## src/rtl/fifo_rr_arbiter_pkg.sv

```systemverilog
// Shared types and helpers for the round-robin burst-lock FIFO arbiter.
package fifo_rr_arbiter_pkg;

  typedef enum logic {
    ArbIdle,
    ArbLocked
  } arb_state_e;

  // Widest requester vector rr_pick can handle.
  localparam int unsigned RrMaxReq = 32;
  localparam int unsigned RrIdxW   = 5;

  // One-hot of the first set bit of req at or after ptr, wrapping modulo num.
  function automatic logic [RrMaxReq-1:0] rr_pick(input logic [RrMaxReq-1:0] req,
                                                  input int unsigned         ptr,
                                                  input int unsigned         num);
    logic [RrMaxReq-1:0] gnt;
    logic                found;
    int unsigned         r;
    gnt   = '0;
    found = 1'b0;
    for (int unsigned k = 0; k < num; k++) begin
      r = (ptr + k) % num;
      if (!found && req[r[RrIdxW-1:0]]) begin
        gnt[r[RrIdxW-1:0]] = 1'b1;
        found              = 1'b1;
      end
    end
    return gnt;
  endfunction

endpackage

```

## src/rtl/fifo_rr_arbiter_picker.sv

```systemverilog
// Combinational round-robin picker: first requester at or after ptr wins.
module rr_priority_picker #(
  parameter int unsigned NUM_REQ_P = 4
) (
  input  logic [NUM_REQ_P-1:0]         req,
  input  logic [$clog2(NUM_REQ_P)-1:0] ptr,
  output logic [NUM_REQ_P-1:0]         gnt,
  output logic [$clog2(NUM_REQ_P)-1:0] idx,
  output logic                         any
);

  localparam int unsigned IdxW = $clog2(NUM_REQ_P);

  logic [NUM_REQ_P-1:0] rot;
  logic [IdxW-1:0]      first;

  assign any = |req;

  // Rotate so ptr sits at bit 0, take the lowest set bit, then rotate the index back.
  always_comb begin
    rot   = '0;
    first = '0;
    idx   = '0;
    gnt   = '0;
    for (int i = 0; i < NUM_REQ_P; i++) begin
      rot[i] = req[IdxW'((i + int'(ptr)) % NUM_REQ_P)];
    end
    for (int i = NUM_REQ_P - 1; i >= 0; i--) begin
      if (rot[i]) first = IdxW'(i);
    end
    idx = IdxW'((int'(first) + int'(ptr)) % NUM_REQ_P);
    if (any) gnt[idx] = 1'b1;
  end

endmodule

```

## src/rtl/fifo_rr_arbiter.sv

```systemverilog
// Round-robin arbiter with burst lock sharing one valid/ready FIFO input.
module fifo_rr_arbiter
  import fifo_rr_arbiter_pkg::*;
#(
  parameter int unsigned NUM_REQ_P   = 4,
  parameter int unsigned WIDTH_P     = 8,
  parameter int unsigned MAX_BURST_P = 16
) (
  input  logic                           clk_i,
  input  logic                           rst_ni,
  input  logic [NUM_REQ_P*WIDTH_P-1:0]   data_i,
  input  logic [NUM_REQ_P-1:0]           valid_i,
  input  logic [NUM_REQ_P-1:0]           last_i,
  output logic [NUM_REQ_P-1:0]           ready_o,
  output logic [WIDTH_P-1:0]             data_o,
  output logic                           valid_o,
  output logic                           last_o,
  input  logic                           ready_i,
  output logic [NUM_REQ_P-1:0]           grant_o
);

  localparam int unsigned IdxW = $clog2(NUM_REQ_P);
  // One spare count value so the forced release can fire without wrapping.
  localparam int unsigned CntW = $clog2(MAX_BURST_P + 1);

  arb_state_e           state_q;
  logic [IdxW-1:0]      rr_ptr_q;
  logic [IdxW-1:0]      gidx_q;
  logic [NUM_REQ_P-1:0] grant_q;
  logic [CntW-1:0]      beat_cnt_q;

  logic [NUM_REQ_P-1:0] pick_gnt;
  logic [IdxW-1:0]      pick_idx;
  logic                 pick_any;
  logic                 cnt_at_max;
  logic                 xfer;
  logic [IdxW-1:0]      next_ptr;

  rr_priority_picker #(
    .NUM_REQ_P(NUM_REQ_P)
  ) u_picker (
    .req(valid_i),
    .ptr(rr_ptr_q),
    .gnt(pick_gnt),
    .idx(pick_idx),
    .any(pick_any)
  );

  assign cnt_at_max = (beat_cnt_q == CntW'(MAX_BURST_P - 1));
  assign next_ptr   = (gidx_q == IdxW'(NUM_REQ_P - 1)) ? '0 : gidx_q + 1'b1;
  assign xfer       = valid_o & ready_i;
  assign grant_o    = grant_q;

  // Combinational datapath: route the owner's stream through, everything quiet when idle.
  always_comb begin
    data_o  = '0;
    valid_o = 1'b0;
    last_o  = 1'b0;
    ready_o = '0;
    if (state_q == ArbLocked) begin
      data_o  = data_i[int'(gidx_q)*WIDTH_P +: WIDTH_P];
      valid_o = valid_i[gidx_q];
      last_o  = valid_i[gidx_q] & (last_i[gidx_q] | cnt_at_max);
      ready_o = grant_q & {NUM_REQ_P{ready_i}};
    end
  end

  // Arbitration FSM: pick in IDLE, hold the grant until a last beat transfers.
  always_ff @(posedge clk_i or negedge rst_ni) begin
    if (!rst_ni) begin
      state_q    <= ArbIdle;
      rr_ptr_q   <= '0;
      gidx_q     <= '0;
      grant_q    <= '0;
      beat_cnt_q <= '0;
    end else begin
      unique case (state_q)
        ArbIdle: begin
          if (pick_any) begin
            state_q    <= ArbLocked;
            grant_q    <= pick_gnt;
            gidx_q     <= pick_idx;
            beat_cnt_q <= '0;
          end
        end
        ArbLocked: begin
          if (xfer) begin
            beat_cnt_q <= beat_cnt_q + 1'b1;
            if (last_o) begin
              state_q  <= ArbIdle;
              grant_q  <= '0;
              rr_ptr_q <= next_ptr;
            end
          end
        end
        default: state_q <= ArbIdle;
      endcase
    end
  end

endmodule
```

## config.mk

```make
export PLATFORM = sky130hd
export DESIGN_NAME = fifo_rr_arbiter
export DESIGN_NICKNAME = d
export VERILOG_FILES = /design/src/rtl/fifo_rr_arbiter_pkg.sv /design/src/rtl/fifo_rr_arbiter_picker.sv /design/src/rtl/fifo_rr_arbiter.sv
export SDC_FILE = /design/constraint.sdc
export NUM_CORES = 1
export LEC_CHECK = 0
export CORE_UTILIZATION = 37
export CTS_CLUSTER_SIZE = 10
export DETAILED_ROUTE_END_ITERATION = 6
export GPL_TIMING_DRIVEN = 0
export PLACE_DENSITY = 0.77
export SYNTH_ARGS = -nofsm -noshare
export SYNTH_HDL_FRONTEND = slang
export SYNTH_SLANG_ARGS = --single-unit
```

## constraint.sdc

```tcl
create_clock -name clk_i -period 2.1 [get_ports clk_i]
set_clock_uncertainty 0.2 [all_clocks]
set_input_delay 0.21 -clock clk_i [delete_from_list [all_inputs] [get_ports clk_i]]
set_output_delay 0.21 -clock clk_i [all_outputs]
set_load 0.02 [all_outputs]
```

==> flow_metrics.env <==
export IMPL_status="finished with violations"
export IMPL_failed_checks="negative setup slack"
export IMPL_synth_area_top_cells="dfrtp_1 (28%), mux4_2 (18%), nand3_1 (5.6%), and2_1 (4.5%), nand2_1 (4.2%)"
export IMPL_required_ns=2.09
export IMPL_finalHoldViolCount=0
export IMPL_clk_insertion_delay_late_ns=0.30
export IMPL_critPathMaxFanout=6
export IMPL_io_buffers=58
export IMPL_ys_flop_type="dfrtp_1"
export IMPL_cts_tree="done"
export IMPL_gp_congestion=0.768
export IMPL_ys_seq_area_frac=0.278
export IMPL_power_density_mw_per_mm2=1270
export IMPL_yosysUniqueCellTypes=37
export IMPL_cts_hold_fix_buffers=0
export IMPL_num_vias=1374
export IMPL_drt_iter0_markers=72
export IMPL_crit_type="flip-flop to flip-flop"
export IMPL_rows=20
export IMPL_synthAdderAreaFrac=0.0398
export IMPL_wirelength_um=4240
export IMPL_post_drt_wl_per_cell_um=17.6
export IMPL_ios=61
export IMPL_synthCells=127
export IMPL_grt_pass1_wl_um=5870
export IMPL_area_growth_pct=71.2
export IMPL_clk_pin_slew_ns=0.09
export IMPL_rr_endpoint="gidx_q[1]"
export IMPL_arrival_ns=2.16
export IMPL_synth_xor_xnor_area_share=0.0139
export IMPL_crit_cells=9
export IMPL_cp_slowest_stage_delay_ns=0.41
export IMPL_critical_path_top_delay_family="compound AO/OA/AOI/OAI gates"
export IMPL_ys_warnings_count=0
export IMPL_grt_max_degree=15
export IMPL_cp_buffers_inverters=1
export IMPL_track_usage=0.218
export IMPL_rr_worst_depth=9
export IMPL_htree_levels=1
export IMPL_synthArstFlopShare=1.00
export IMPL_reg2reg_setup_slack_ns=-0.08
export IMPL_synth_edf_count=0
export IMPL_layout_min_cycle_time_ns=2.18
export IMPL_period_share=1.04
export IMPL_cts_num_sinks=14
export IMPL_max_freq_ghz=0.459
export IMPL_cts_path_max_buffers=2
export IMPL_die_x_um=60.3
export IMPL_cp_cell_sequence="buf_6 -> nor2_1 -> nand2_1 -> o211ai_1 -> o21a_1 -> ha_4 -> xor2_2 -> nor3_1 -> o31ai_1"
export IMPL_n_antenna_cell=0
export IMPL_setup_ws_ns=-0.0768
export IMPL_drive_above_1_share=0.345
export IMPL_synth_largest_area_cell="dfrtp_1"
export IMPL_rsz0062_at_grt="true"
export IMPL_leakage_nw=0.906
export IMPL_root_buffer="clkbuf_4"
export IMPL_synth_compound_area_frac=0.131
export IMPL_post_drt_via_cell_ratio=5.70
export IMPL_stdcell_count=241
export IMPL_drv_slew=0
export IMPL_dp_cells=229
export IMPL_critPathLaunchType="flip-flop"
export IMPL_dp_hpwl_um=2850
export IMPL_synthesis_nets=174
export IMPL_max_vdd_ir_drop_v=0.000533
export IMPL_crit_slowest_cell="dfrtp_1"
export IMPL_grt_ovfl_total=0
export IMPL_synth_area_mux_share=0.224
export IMPL_tightest_slew_ns=0.644
export IMPL_drtPass1Iterations=4
export IMPL_reg2reg_from="rr_ptr_q[1]"
export IMPL_hp_class="input pin to async pin"
export IMPL_dieArea_mm2=0.00364
export IMPL_post_synth_cell_area_avg_um2=9.91
export IMPL_endpoint_kind="flip-flop"
export IMPL_ys_ff_latch=14
export IMPL_synth_top_cells_by_count="dfrtp_1 (14), nand2_1 (14), nand3_1 (14), mux4_2 (10), and2_1 (9)"
export IMPL_dieHeight_um=60.3
export IMPL_setup_violations=4
export IMPL_cts_buffers=3
export IMPL_max_cap_violations=0
export IMPL_nets=245
export IMPL_synth_top_cell_area_share=0.278
export IMPL_core_area_mm2=0.00313
export IMPL_synth_top_family_by_area="simple AND/OR/NAND/NOR gates"
export IMPL_grt_pass1_vias=1269
export IMPL_holdWs_ns=0.101
export IMPL_ant_nets=0
export IMPL_antenna_found_initial=0
export IMPL_start_util=0.402
export IMPL_slew_limit_headroom=0.569
export IMPL_yosys_area_share_simple=0.268
export IMPL_drc=0
export IMPL_syn_area_mm2=0.00126
cells by family (layout without fill, tap and decap cells):
| logic type | after synthesis | after routing |
|---|---|---|
| DFF | 14 | 14 |
| xor gates and xnor gates | 2 | 2 |
| and+or+nand+nor | 60 | 60 |
| AOI/OAI and AO/OA | 21 | 21 |
| buffers and inverters | 11 | 81 |
| adders and majority gates | 4 | 4 |
| muxes | 15 | 15 |
layout make-up:
class | instances | area [um^2]
Buffer | 9 | 80.1
Clock buffer | 4 | 36.3
Fill cell | 221 | 973
Inverter | 2 | 10.0
Multi-Input combinational cell | 102 | 960
Sequential cell | 14 | 352
Tap cell | 44 | 55.1
Timing Repair Buffer | 66 | 662
report_power, final:
| part | switching, W | total, W | internal, W |
|---|---|---|---|
| sequential | 0.000117 | 0.000484 | 0.000367 |
| clock | 0.000101 | 0.000207 | 0.000106 |
| combinational | 0.000946 | 0.00204 | 0.00110 |
layout by cell type, fill, tap and decap left out, types with 3 or more instances in the layout:
| cell type | netlist | routed |
|---|---|---|
| and2_4 | 0 | 8 |
| and3_1 | 5 | 5 |
| buf_2 | 6 | 4 |
| buf_4 | 0 | 8 |
| buf_6 | 1 | 12 |
| clkbuf_4 | 0 | 4 |
| clkdlybuf4s50_1 | 0 | 42 |
| dfrtp_1 | 14 | 13 |
| dlygate4sd2_1 | 0 | 5 |
| ha_1 | 4 | 3 |
| mux2i_1 | 3 | 3 |
| mux4_2 | 10 | 10 |
| nand2_1 | 14 | 13 |
| nand3_1 | 14 | 14 |
| nor3_1 | 3 | 3 |
| nor4_4 | 1 | 3 |
| o21a_1 | 3 | 3 |
| o21ai_0 | 7 | 6 |
metrics by stage:
stage          worst slack, ns  utilization  power, W  cell area, um^2  TNS, ns
6_report               -0.0768        0.689   0.00273             2150   -0.172
5_1_grt                 -0.172        0.689   0.00288             2150   -0.614
4_1_cts                -0.0923        0.638   0.00229             2000  -0.0923
3_5_place_dp            -0.526        0.606   0.00197             1890    -5.99
3_3_place_gp            -0.512        0.606   0.00192             1890    -5.23
2_1_floorplan           0.0686            -   0.00144             1260        0
what timing repair did:
item | 4_1_cts | 5_1_grt
pin swaps | 4 | 13
resized for setup | 62 | 41
setup endpoints to repair | 19 | 16
endpoints found under the hold margin | 0 | 0
gates cloned | 0 | 1
setup buffers | 6 | 1
sequential cells by signal (all words and copies together) (netlist names):
signal and flops:
beat_cnt_q 5, grant_o 4, gidx_q 2, rr_ptr_q 2
state_q 1
layer usage:
layer	track usage	share of wire
met1	0.236	0.36
met2	0.416	0.52
met3	0.0455	0.099
met4	0.0698	0.019
met5	0	0
worst max-delay path by stage:
| stage | start | endpoint | slack [ns] |
|---|---|---|---|
| after floorplan | rr_ptr_q[1] | grant_o[1] | 0.07 |
| final | rr_ptr_q[1] | gidx_q[1] | -0.08 |
| after global routing | rr_ptr_q[1] | gidx_q[1] | -0.17 |
| after detailed placement | valid_i[1] | last_o | -0.53 |
| after CTS | gidx_q[0] | data_o[2] | -0.09 |
| after global placement | valid_i[1] | last_o | -0.51 |
worst reg2reg max path, cell delays in order, from the launching register on:
cell and delay, ns:
dfrtp_1 0.41, buf_6 0.14, nor2_1 0.08, nand2_1 0.06
o211ai_1 0.11, o21a_1 0.19, ha_4 0.18, xor2_2 0.30
nor3_1 0.11, o31ai_1 0.29
Note: power is estimated with default switching activity, not from simulation.
